File: config.mk
export PLATFORM = sky130hd
export DESIGN_NAME = router_fsm_ctrl
export DESIGN_NICKNAME = d
export VERILOG_FILES = /design/src/rtl/router_pkg.sv /design/src/rtl/router_fsm_ctrl.sv
export SDC_FILE = /design/constraint.sdc
export NUM_CORES = 1
export LEC_CHECK = 0
export CAP_MARGIN = 20
export CORE_MARGIN = 10
export CORE_UTILIZATION = 39
export DETAILED_ROUTE_END_ITERATION = 12
export GPL_TIMING_DRIVEN = 0
export HOLD_SLACK_MARGIN = 0.1
export PLACE_DENSITY = 0.73
export RECOVER_POWER = 100
export SYNTH_ARGS = -nofsm -noshare
export SYNTH_HDL_FRONTEND = slang
export SYNTH_SLANG_ARGS = --single-unit
File: constraint.sdc
create_clock -name clock -period 1.5 [get_ports clock]
set_input_delay 0.3 -clock clock [delete_from_list [all_inputs] [get_ports clock]]
set_output_delay 0.3 -clock clock [all_outputs]
set_load 0.05 [all_outputs]
File: src/rtl/router_pkg.sv
// Shared definitions for the router control FSM: state encoding, address
// constants and the Moore output decode.
package router_pkg;

    localparam int ADDR_W    = 2;
    localparam int NUM_PORTS = 3;
    localparam logic [ADDR_W-1:0] ADDR_INVALID = 2'b11;

    typedef enum logic [2:0] {
        DECODE_ADDRESS     = 3'd0,
        WAIT_TILL_EMPTY    = 3'd1,
        LOAD_FIRST_DATA    = 3'd2,
        LOAD_DATA          = 3'd3,
        FIFO_FULL_STATE    = 3'd4,
        LOAD_AFTER_FULL    = 3'd5,
        LOAD_PARITY        = 3'd6,
        CHECK_PARITY_ERROR = 3'd7
    } state_e;

    typedef struct packed {
        logic busy;
        logic detect_add;
        logic lfd_state;
        logic ld_state;
        logic full_state;
        logic laf_state;
        logic rst_int_reg;
        logic write_enb_reg;
    } ctrl_outs_t;

    // Moore output decode: every strobe is a pure function of the state.
    function automatic ctrl_outs_t decode_outputs(input state_e s);
        ctrl_outs_t o;
        o               = '0;
        o.detect_add    = (s == DECODE_ADDRESS);
        o.lfd_state     = (s == LOAD_FIRST_DATA);
        o.ld_state      = (s == LOAD_DATA);
        o.full_state    = (s == FIFO_FULL_STATE);
        o.laf_state     = (s == LOAD_AFTER_FULL);
        o.rst_int_reg   = (s == CHECK_PARITY_ERROR);
        o.write_enb_reg = (s == LOAD_DATA) || (s == LOAD_PARITY) || (s == LOAD_AFTER_FULL);
        o.busy          = (s != DECODE_ADDRESS) && (s != LOAD_DATA);
        return o;
    endfunction

endpackage

File: src/rtl/router_fsm_ctrl.sv
// Control FSM of the 1-in / 3-out packet router. Decodes the destination
// address, sequences header/payload/parity loading into the selected FIFO and
// drives busy, write enable and phase strobes.
// Optional feature: define ROUTER_FSM_SOFT_RESET_EN to let the soft reset of
// the currently addressed FIFO return the FSM to DECODE_ADDRESS.
// Note: resetn is active-high despite its name.
module router_fsm_ctrl
    import router_pkg::*;
(
    input  logic              clock,
    input  logic              resetn,
    input  logic              pkt_valid,
    input  logic              parity_done,
    input  logic [ADDR_W-1:0] data_in,
    input  logic              soft_reset_0,
    input  logic              soft_reset_1,
    input  logic              soft_reset_2,
    input  logic              fifo_full,
    input  logic              low_pkt_valid,
    input  logic              fifo_empty_0,
    input  logic              fifo_empty_1,
    input  logic              fifo_empty_2,
    output logic              busy,
    output logic              detect_add,
    output logic              ld_state,
    output logic              laf_state,
    output logic              full_state,
    output logic              lfd_state,
    output logic              write_enb_reg,
    output logic              rst_int_reg
);

    state_e               state;
    state_e               state_next;
    logic [ADDR_W-1:0]    addr_q;
    logic [NUM_PORTS-1:0] fifo_empty;
    logic                 soft_reset_hit;
    ctrl_outs_t           outs_q;

    assign fifo_empty = {fifo_empty_2, fifo_empty_1, fifo_empty_0};

`ifdef ROUTER_FSM_SOFT_RESET_EN
    logic [NUM_PORTS-1:0] soft_reset;

    assign soft_reset     = {soft_reset_2, soft_reset_1, soft_reset_0};
    // Only the timeout of the FIFO this packet targets may abort it.
    assign soft_reset_hit = (addr_q != ADDR_INVALID) && soft_reset[addr_q];
`else
    logic unused_soft_reset;

    assign unused_soft_reset = ^{soft_reset_2, soft_reset_1, soft_reset_0};
    assign soft_reset_hit    = 1'b0;
`endif

    // Next-state selection from the current state and sampled inputs.
    always_comb begin
        // NOTE: default first so every path assigns state_next and no latch is inferred.
        state_next = state;
        case (state)
            DECODE_ADDRESS: begin
                if (pkt_valid && (data_in != ADDR_INVALID)) begin
                    state_next = fifo_empty[data_in] ? LOAD_FIRST_DATA : WAIT_TILL_EMPTY;
                end
            end
            WAIT_TILL_EMPTY: begin
                if (fifo_empty[addr_q]) state_next = LOAD_FIRST_DATA;
            end
            LOAD_FIRST_DATA: state_next = LOAD_DATA;
            LOAD_DATA: begin
                if (fifo_full)       state_next = FIFO_FULL_STATE;
                else if (!pkt_valid) state_next = LOAD_PARITY;
            end
            FIFO_FULL_STATE: begin
                if (!fifo_full) state_next = LOAD_AFTER_FULL;
            end
            LOAD_AFTER_FULL: begin
                if (parity_done)        state_next = DECODE_ADDRESS;
                else if (low_pkt_valid) state_next = LOAD_PARITY;
                else                    state_next = LOAD_DATA;
            end
            LOAD_PARITY:        state_next = CHECK_PARITY_ERROR;
            CHECK_PARITY_ERROR: state_next = fifo_full ? FIFO_FULL_STATE : DECODE_ADDRESS;
            default:            state_next = DECODE_ADDRESS;
        endcase
        if (soft_reset_hit) state_next = DECODE_ADDRESS;
    end

    // State, address latch and registered Moore outputs (decoded from the next
    // state so they line up with the state register with no extra latency).
    always_ff @(posedge clock or posedge resetn) begin
        if (resetn) begin
            state  <= DECODE_ADDRESS;
            addr_q <= '0;
            outs_q <= decode_outputs(DECODE_ADDRESS);
        end else begin
            // NOTE: non-blocking so all registers update from pre-edge values.
            state  <= state_next;
            outs_q <= decode_outputs(state_next);
            if ((state == DECODE_ADDRESS) && pkt_valid) addr_q <= data_in;
        end
    end

    assign busy          = outs_q.busy;
    assign detect_add    = outs_q.detect_add;
    assign ld_state      = outs_q.ld_state;
    assign laf_state     = outs_q.laf_state;
    assign full_state    = outs_q.full_state;
    assign lfd_state     = outs_q.lfd_state;
    assign write_enb_reg = outs_q.write_enb_reg;
    assign rst_int_reg   = outs_q.rst_int_reg;

endmodule

=== After elaboration in Yosys (flattened, before gate mapping) ===
Cells that the tools add are included.

* Output and inout bits: 8
* Input port bits: 14
* Bits in registers: 13
* Logic and storage cells: 49

* Muxes and demuxes: 14
* Equal/unequal tests: 15
* Reductions and logical operators: 8
* Magnitude comparators: 2

{| class="wikitable"
|+ Operator list
! cell !! count
|-
| $eq A3 B3 Y1 const B || 8
|-
| $mux W3 || 8
|-
| $pmux W3 S8 || 1
|-
| $eq A3 B2 Y1 const B || 4
|-
| $logic_not A3 Y1 || 2
|-
| $lt A2 B3 Y1 const B || 2
|-
| $bmux W1 S2 || 2
|-
| $eq A3 B1 Y1 const B || 1
|-
| $logic_and A1 B1 Y1 || 3
|-
| $ne A3 B2 Y1 const B || 1
|-
| $reduce_bool A3 Y1 || 1
|-
| $logic_or A1 B1 Y1 || 2
|-
| $mux W1 || 2
|-
| $mux W2 || 1
|-
| $ne A2 B2 Y1 const B || 1
|}

=== Longest topological paths before layout ===
Gate-level depths: netlist (run 1).

* Word-level depth: 8
* Gate-level depth with buffers: 6
* Gate-level depth less buffers: 5

=== Worst setup path before layout (run 1) ===
No wires, ideal clock.

* Path type: register to register
* Start: register state[2]
* End: register outs_q, in the netlist busy
* Clock period less this slack: 1.562 ns
* Path slack: -0.062 ns
* Required time: 1.382 ns
* Library setup time: 0.118 ns
* Data arrival time: 1.444 ns
* Stages on the path, launching flop included: 6
* Path buffers: 1
* Path through: dfrtp_1 buf_4 nor4_4 a32oi_1 a211o_1 a21o_1

* Longest elaborated chain between the ends: 5
* Elaborated cells on any way between the ends: 17

{| class="wikitable"
|+ RTL lines
! what !! line !! RTL
|-
| from (decl) || router_fsm_ctrl.sv:33 || <nowiki>state_e state;</nowiki>
|-
| from (signal assigned) || router_fsm_ctrl.sv:97 || <nowiki>state <= state_next;</nowiki>
|-
| $mux W3 || router_fsm_ctrl.sv:71 || <nowiki>else if (!pkt_valid) state_next = LOAD_PARITY;</nowiki>
|-
| $mux W3 || router_fsm_ctrl.sv:70 || <nowiki>if (fifo_full) state_next = FIFO_FULL_STATE;</nowiki>
|-
| $pmux W3 S8 (*) || router_fsm_ctrl.sv:59 || <nowiki>case (state)</nowiki>
|-
| $ne A3 B2 Y1 / $reduce_bool A3 Y1 (equally long branches) || router_pkg.sv:42 || <nowiki>o.busy = (s != DECODE_ADDRESS) && (s != LOAD_DATA);</nowiki>
|-
| $logic_and A1 B1 Y1 (*) || router_pkg.sv:42 ||
|-
| to (signal assigned) || router_fsm_ctrl.sv:94 || <nowiki>outs_q <= decode_outputs(DECODE_ADDRESS);</nowiki>
|-
| to (signal assigned) || router_fsm_ctrl.sv:98 || <nowiki>outs_q <= decode_outputs(state_next);</nowiki>
|-
| to (decl) || router_fsm_ctrl.sv:38 || <nowiki>ctrl_outs_t outs_q;</nowiki>
|}

Mark *: on every way between the ends. The rest lies on a longest branch, timed or not.
A chain may end at the register's enable or synchronous reset.

=== Final worst setup path (run 1) ===
Same ends and word-level chain as after synthesis.

==> out/qor.yml, run 1 <==
routing:
  drt-initial-drc-count: 7
  vias: 514
  dr.pass1.iters: 4
  vias_per_cell: 4.99
  drc: 0
  wl_per_cell_um: 13.7
  ant_nets: 0
  routed_wirelength_um: 1410
finish:
  syn_to_final_growth_pct: 43.2
  fin_nets: 102
  regMostFlops: "state"
  drive_gt1_share_pct: 23.0
  final_util_pct: 60.3
  fin_area_um2: 930
  multi_input_area_um2: 317
  nFillCells: 129
  largest_reg_flops: 3
  n_antenna_cell: 0
  layoutNonFillerInstCount: 103
  area.sequential_um2: 327
  top_regs: "state (3), addr_q (2)"
die:
  die_h_um: 60.8
  dieArea_um2: 3700
  ios: 22
  num_rows: 14
  initial_core_util_pct: 42.1
  fp.coreArea_um2: 1540
  dieWidth_um: 60.8
timing:
  rsz0062_at_grt: "yes"
  finalHoldWorstSlack_ns: 0.410
  setup-violations-final: 2
  relSlewSlack_pct: 66.8
  finalWorstSetupSlack_ns: -0.0943
  hold_violations: 0
  worst_slew_pin_slew_ns: 0.500
  timing.final.crit_period_ns: 1.59
  skew_ns: 0.00501
  fmax_mhz: 627
  drv_slew: 0
  period_share_pct: 106
global_route:
  track_usage_pct: 7.82
  grt_max_degree: 14
  grt_pass1_vias: 480
  grt_pass1_wl_um: 2210
  antenna_found_initial: 0
  grt.overflow.total: 0
placement:
  post_dp_cell_area_um2: 857
  io_buffers: 18
  dp_hpwl_um: 1110
  pre_cts_ws_ns: -0.643
  dp.cells: 94
  routabilityCongestion: 0.780
power_and_ir_drop:
  leakagePower_nw: 0.460
  vdd_ir_drop_max_mv: 1.21
  p_per_area_nw_per_um2: 2150
worst_setup_path:
  end_kind: "register"
  reg2reg_depth: 5
  critPathLaunchType: "register"
  path_class: "register to register"
  r2r_slack_ns: -0.09
  worstPathMaxFanout: 6
  required_ns: 1.66
  arrival_ns: 1.75
  timing.rr.end: "busy"
  reg2reg_from: "state[2]"
worst_hold_path:
  hold_depth: 2
  hp-class: "input pin to register"
  hold_end: "laf_state"
  hold_start: "fifo_full"
status:
  status: "complete, but fails checks"
  violations: "negative setup slack"
clock_network:
  hold_buffers: 0
  cts-buffers-inserted: 3
  clk_pin_slew_worst_paths_ns: 0.07
  insertion_delay_ns: 0.26
  h-tree-depth: 1
  cts.sinks: 13
  cts_buffer_depth: 2
  cts_tree: "built"
  cts_root_buf: "clkbuf_4"
logic_synthesis:
  syn_nets: 74
  synth_seq_cells: 13
  synth_area_um2: 649
  ys.warnings.count: 0
  avgSynthCellArea_um2: 10.8
  synth_cells: 60
  yosysSeqAreaShare_pct: 50.3
  synth_cell_types: 27
flow_run:
  drv_cap: 0
-- stage by stage --
step / TNS [ns] / power (mW)
final: -0.164 / 2.00
after global routing: -0.561 / 2.14
after CTS: -0.363 / 1.98
after detailed placement: -4.00 / 1.70
after global placement: -3.90 / 1.67
after floorplan: -0.0609 / 1.40
-- how the worst max path moves through the flow --
stage / startpoint / slack, ns / cells past startpoint / end
2_1_floorplan: state[1] / -0.06 / 6 / busy
3_3_place_gp: data_in[0] / -0.63 / 6 / busy
3_5_place_dp: data_in[0] / -0.64 / 6 / busy
4_1_cts: state[1] / -0.13 / 6 / busy
5_1_grt: state[2] / -0.19 / 5 / busy
6_report: state[2] / -0.09 / 5 / busy
-- cell families after synthesis --
family | count (synthesis) | synth area share, %
simple gates | 19 | 16.8
buf+inv | 7 | 5.97
flops | 13 | 50.3
compound gates | 16 | 18.9
mux | 5 | 8.09
-- repair_timing --
| action | 4_1_cts | 5_1_grt |
|---|---|---|
| endpoints found under the setup margin | 13 | 8 |
| setup buffers | 4 | 3 |
| pin swaps | 5 | 5 |
| resized for setup | 16 | 6 |
-- per-layer routing --
| layer | global-route usage, % | up-vias | part of all wire [%] |
|---|---|---|---|
| met4 | 4.70 | 0 | 1.9 |
| met3 | 1.25 | 2 | 4.6 |
| met2 | 13.4 | 9 | 49 |
| met5 | 0 | - | 0 |
| li1 | - | 271 | - |
| met1 | 8.85 | 232 | 44 |
-- critical path, stage by stage (launching register included) --
cell	delay [ns]
dfrtp_1	0.39
buf_6	0.14
nor4_4	0.31
a32oi_2	0.13
a211o_1	0.37
a21o_1	0.17
-- final cells by class --
| cell class | instances | area share, % |
|---|---|---|
| repair buffers | 24 | 22.5 |
| well taps | 16 | 2.15 |
| inverters | 4 | 1.62 |
| flip-flops and latches | 13 | 35.1 |
| multi-input cells | 40 | 34.1 |
| plain buffers | 2 | 1.75 |
| clock buffers | 4 | 2.83 |
-- cells in the final DEF, fill, tap and decap left out, types with 2 or more instances in the layout --
master | Yosys | routed
o21ai_1 | 0 | 2
dfrtp_1 | 12 | 12
inv_1 | 4 | 4
clkdlybuf4s50_1 | 0 | 4
o211ai_1 | 2 | 2
nor2_1 | 9 | 9
a32oi_2 | 0 | 2
clkbuf_4 | 0 | 3
dlygate4sd2_1 | 0 | 11
buf_4 | 1 | 6
o311a_1 | 2 | 2
nand2_1 | 3 | 3
mux2i_1 | 3 | 3
-- cells in the mapped netlist --
| cell | number | share of area [%] |
|---|---|---|
| nand3b_1 | 1 | 1.2 |
| dfstp_2 | 1 | 4.0 |
| buf_6 | 1 | 1.7 |
| o311a_1 | 2 | 3.1 |
| a21o_1 | 1 | 1.2 |
| o21a_1 | 1 | 1.2 |
| o31a_1 | 1 | 1.3 |
| o21ai_0 | 3 | 2.3 |
| mux2i_1 | 3 | 4.6 |
| nand2_1 | 3 | 1.7 |
| a211o_1 | 1 | 1.3 |
| nand2b_1 | 2 | 1.9 |
| nor2b_1 | 1 | 0.96 |
| inv_1 | 4 | 2.3 |
| dfrtp_1 | 12 | 46 |
| nor3_1 | 1 | 0.77 |
| buf_4 | 1 | 1.2 |
| o22ai_1 | 1 | 0.96 |
| a21boi_0 | 1 | 1.2 |
| buf_2 | 1 | 0.77 |
| o2bb2ai_1 | 1 | 1.3 |
| a32oi_1 | 2 | 2.7 |
| nor4_4 | 1 | 3.3 |
| o211ai_1 | 2 | 2.3 |
| mux2_2 | 2 | 3.5 |
| nor2_1 | 9 | 5.2 |
| nand4bb_1 | 1 | 1.7 |
-- power breakdown --
part / switching, mW / internal (mW)
sequential: 0.0748 / 0.506
combinational: 0.715 / 0.507
clock: 0.0983 / 0.103
total: 0.888 / 1.11
(Power assumes the default switching activity.)
==> inputs of run 2 (changes only) <==
--- a/config.mk
+++ b/config.mk
@@ -7,11 +7,12 @@
 export LEC_CHECK = 0
 export CAP_MARGIN = 20
 export CORE_MARGIN = 10
-export CORE_UTILIZATION = 39
+export CORE_UTILIZATION = 40
+export CTS_CLUSTER_DIAMETER = 60
 export DETAILED_ROUTE_END_ITERATION = 12
 export GPL_TIMING_DRIVEN = 0
 export HOLD_SLACK_MARGIN = 0.1
-export PLACE_DENSITY = 0.73
+export PLACE_DENSITY = 0.72
 export RECOVER_POWER = 100
 export SYNTH_ARGS = -nofsm -noshare
 export SYNTH_HDL_FRONTEND = slang
==> constraint.sdc (replaced) <==
create_clock -name clock -period 1.86 [get_ports clock]
set_input_delay 0.372 -clock clock [delete_from_list [all_inputs] [get_ports clock]]
set_output_delay 0.372 -clock clock [all_outputs]
set_load 0.05 [all_outputs]
==> run 2 against run 1 <==
Worst setup slack better by 0.17 ns; the flow now finishes without violations; critical path depth fell by 4; power decreased by 24%; sequential share of layout area increased by 1.9 points; global-route usage increased by 1.3 points; clock power is 14% lower; routed wire length up 3.6%; cell area down 5.1%.
==> out/qor.yml, run 2 (synthesis results as in run 1) <==
routing:
  routed_wirelength_um: 1460  # +3.6%
  dr.pass1.iters: 4  # unchanged
  ant_nets: 0  # unchanged
  drc: 0  # unchanged
  wl_per_cell_um: 14.9  # +8.9%
  drt-initial-drc-count: 12  # +5
  vias: 534  # +3.9%
  vias_per_cell: 5.45  # +9.2%
worst_setup_path:
  critPathMaxStageDelay_ns: 0.81  # +0.42 ns
  path_class: "register to output port"
  required_ns: 1.49  # -0.17 ns
  worstPathMaxFanout: 1  # -5
  arrival_ns: 1.41  # -0.34 ns
  worstSetupPathDepth: 1  # -4
  critPathLaunchType: "register"
  r2r_slack_ns: 0.18  # +0.27 ns
  worst-path-buf-inv: 1  # unchanged
  cp_slowest_cell: "clkdlybuf4s50_1"
  end_kind: "output port"
  timing.rr.end: "busy"
  path_delay_family: "buffers and inverters"
  reg2reg_depth: 5  # unchanged
  reg2reg_from: "state[2]"
  path_cells: "clkdlybuf4s50_1"
power_and_ir_drop:
  leakagePower_nw: 0.392  # -15%
  power.total_mw: 1.52  # -24%
  vdd_ir_drop_max_mv: 1.06  # -12%
  p_per_area_nw_per_um2: 1720  # -20%
finish:
  layout_common_cells: "15 x clkdlybuf4s50_1, 12 x dfrtp_1, 9 x nor2_1"
  drive_gt1_share_pct: 14.6  # -8.4 points
  regMostFlops: "state"
  final_common_cell: "clkdlybuf4s50_1"
  top_regs: "state (3), addr_q (2)"
  fin_area_um2: 882  # -5.1%
  largest_reg_flops: 3  # unchanged
  syn_to_final_growth_pct: 35.8
  fin_nets: 97  # -4.9%
  final_util_pct: 57.9  # -2.4 points
  n_antenna_cell: 0  # unchanged
clock_network:
  cts_tree: "built"
  cts-buffers-inserted: 3  # unchanged
  hold_buffers: 0  # unchanged
  h-tree-depth: 1  # unchanged
  clk_pin_slew_worst_paths_ns: 0.08  # about the same
  cts_buffer_depth: 2  # unchanged
  cts_root_buf: "clkbuf_4"
  insertion_delay_ns: 0.27  # about the same
  cts.sinks: 13  # unchanged
global_route:
  grt_max_degree: 14  # unchanged
  grt.overflow.total: 0  # unchanged
  track_usage_pct: 9.15  # +1.3 points
  antenna_found_initial: 0  # unchanged
  grt_pass1_vias: 569  # +19%
  grt_pass1_wl_um: 2550  # +15%
timing:
  drv_slew: 0  # unchanged
  rsz0062_at_grt: "no"
  hold_violations: 0  # unchanged
  period_share_pct: 96.0
  worst_slew_pin_slew_ns: 0.566  # +0.0666 ns
  relSlewSlack_pct: 61.8  # -5.0 points
  fmax_mhz: 560
  setup-violations-final: 0  # -2
  timing.final.crit_period_ns: 1.79
  skew_ns: 0.000667  # -0.00434 ns
worst_hold_path:
  hold_start: "addr_q[1]"
  hold_depth: 1  # -1
  hp-class: "register to register"
  hold_end: "addr_q[1]"
die:
  ios: 22  # unchanged
  num_rows: 14  # unchanged
  die_h_um: 60.3  # -0.85%
  initial_core_util_pct: 42.6  # +0.48 points
  dieArea_um2: 3630  # -1.7%
  dieWidth_um: 60.3  # -0.85%
  fp.coreArea_um2: 1520  # -1.1%
placement:
  io_buffers: 18  # unchanged
  post_dp_cell_area_um2: 850  # -0.88%
  routabilityCongestion: 0.742  # -4.9%
  dp_hpwl_um: 1100  # -0.89%
flow_run:
  drv_cap: 0  # unchanged
status:
  status: "finished clean"
run 2: changes by cell type in the layout (fill, tap and decap cells not counted), moves of 2 or more:
cell	delta
clkdlybuf4s50_1	+11
o21ai_0	+2
buf_4	-5
o21ai_1	-2
dlygate4sd2_1	-9
run 2: worst max path at each step:
| stage | end | start |
|---|---|---|
| after global routing | busy | pkt_valid |
| after detailed placement | busy | data_in[0] |
| after global placement | busy | data_in[0] |
| after CTS | busy | busy |
| after floorplan | busy | state[2] |
| final | busy | busy |
run 2: repair_timing:
item | CTS | global route
pin swaps | 0 | 0
setup endpoints to repair | 4 | 1
buffers inserted | 0 | 0
resized for setup | 2 | 1
run 2: power by group:
| part | leakage, nW | internal (mW) | switching [mW] |
|---|---|---|---|
| registers | 0.162 | 0.408 | 0.0519 |
| logic | 0.213 | 0.349 | 0.540 |
| clock network | 0.0177 | 0.0797 | 0.0931 |
| total | 0.392 | 0.837 | 0.685 |
run 2: through the flow:
| step | setup WS (ns) | hold WS [ns] | TNS (ns) | cells |
|---|---|---|---|---|
| after floorplan | 0.298 | 0.248 | 0 | 60 |
| after global placement | -0.338 | 0.514 | -1.35 | 94 |
| after detailed placement | -0.384 | 0.524 | -1.56 | 94 |
| after CTS | 0.0511 | 0.424 | 0 | 98 |
| after global routing | 0.00493 | 0.567 | 0 | 98 |
| final | 0.0747 | 0.538 | 0 | 98 |
run 2: cell type report:
| cell class | count | area, um^2 |
|---|---|---|
| repair buffers | 18 | 178 |
| inverters | 4 | 15.0 |
| plain buffers | 3 | 23.8 |
| flip-flops and latches | 13 | 327 |
| well taps | 16 | 20.0 |
| clock inverters | 1 | 5.00 |
| clock buffers | 3 | 22.5 |
| multi-input cells | 40 | 292 |
| fillers | 140 | 642 |
run 2: layer usage:
layer / vias up / wire length, um / track usage, % / share of wire (%)
met2: 12 / 707 / 14.6 / 48
met3: 2 / 143 / 5.08 / 9.8
li1: 260 / - / - / -
met5: - / 0 / 0 / 0
met4: 0 / 23 / 4.81 / 1.6
met1: 260 / 584 / 9.36 / 40
run 2: worst register-to-register path, cell delays in order, from the launching register on:
cell	delay, ns
dfrtp_1	0.40
buf_4	0.18
nor4_4	0.36
a32oi_2	0.13
a211o_1	0.32
a21o_1	0.19
==> inputs of run 3 (changes only) <==
--- a/config.mk
+++ b/config.mk
@@ -8,12 +8,13 @@
 export CAP_MARGIN = 20
 export CORE_MARGIN = 10
 export CORE_UTILIZATION = 40
-export CTS_CLUSTER_DIAMETER = 60
+export CTS_CLUSTER_DIAMETER = 120
 export DETAILED_ROUTE_END_ITERATION = 12
 export GPL_TIMING_DRIVEN = 0
 export HOLD_SLACK_MARGIN = 0.1
 export PLACE_DENSITY = 0.72
 export RECOVER_POWER = 100
+export SLEW_MARGIN = 20
 export SYNTH_ARGS = -nofsm -noshare
 export SYNTH_HDL_FRONTEND = slang
 export SYNTH_SLANG_ARGS = --single-unit
==> results of run 3 <==
Final layout, timing and power as in run 2 (identical DEF).
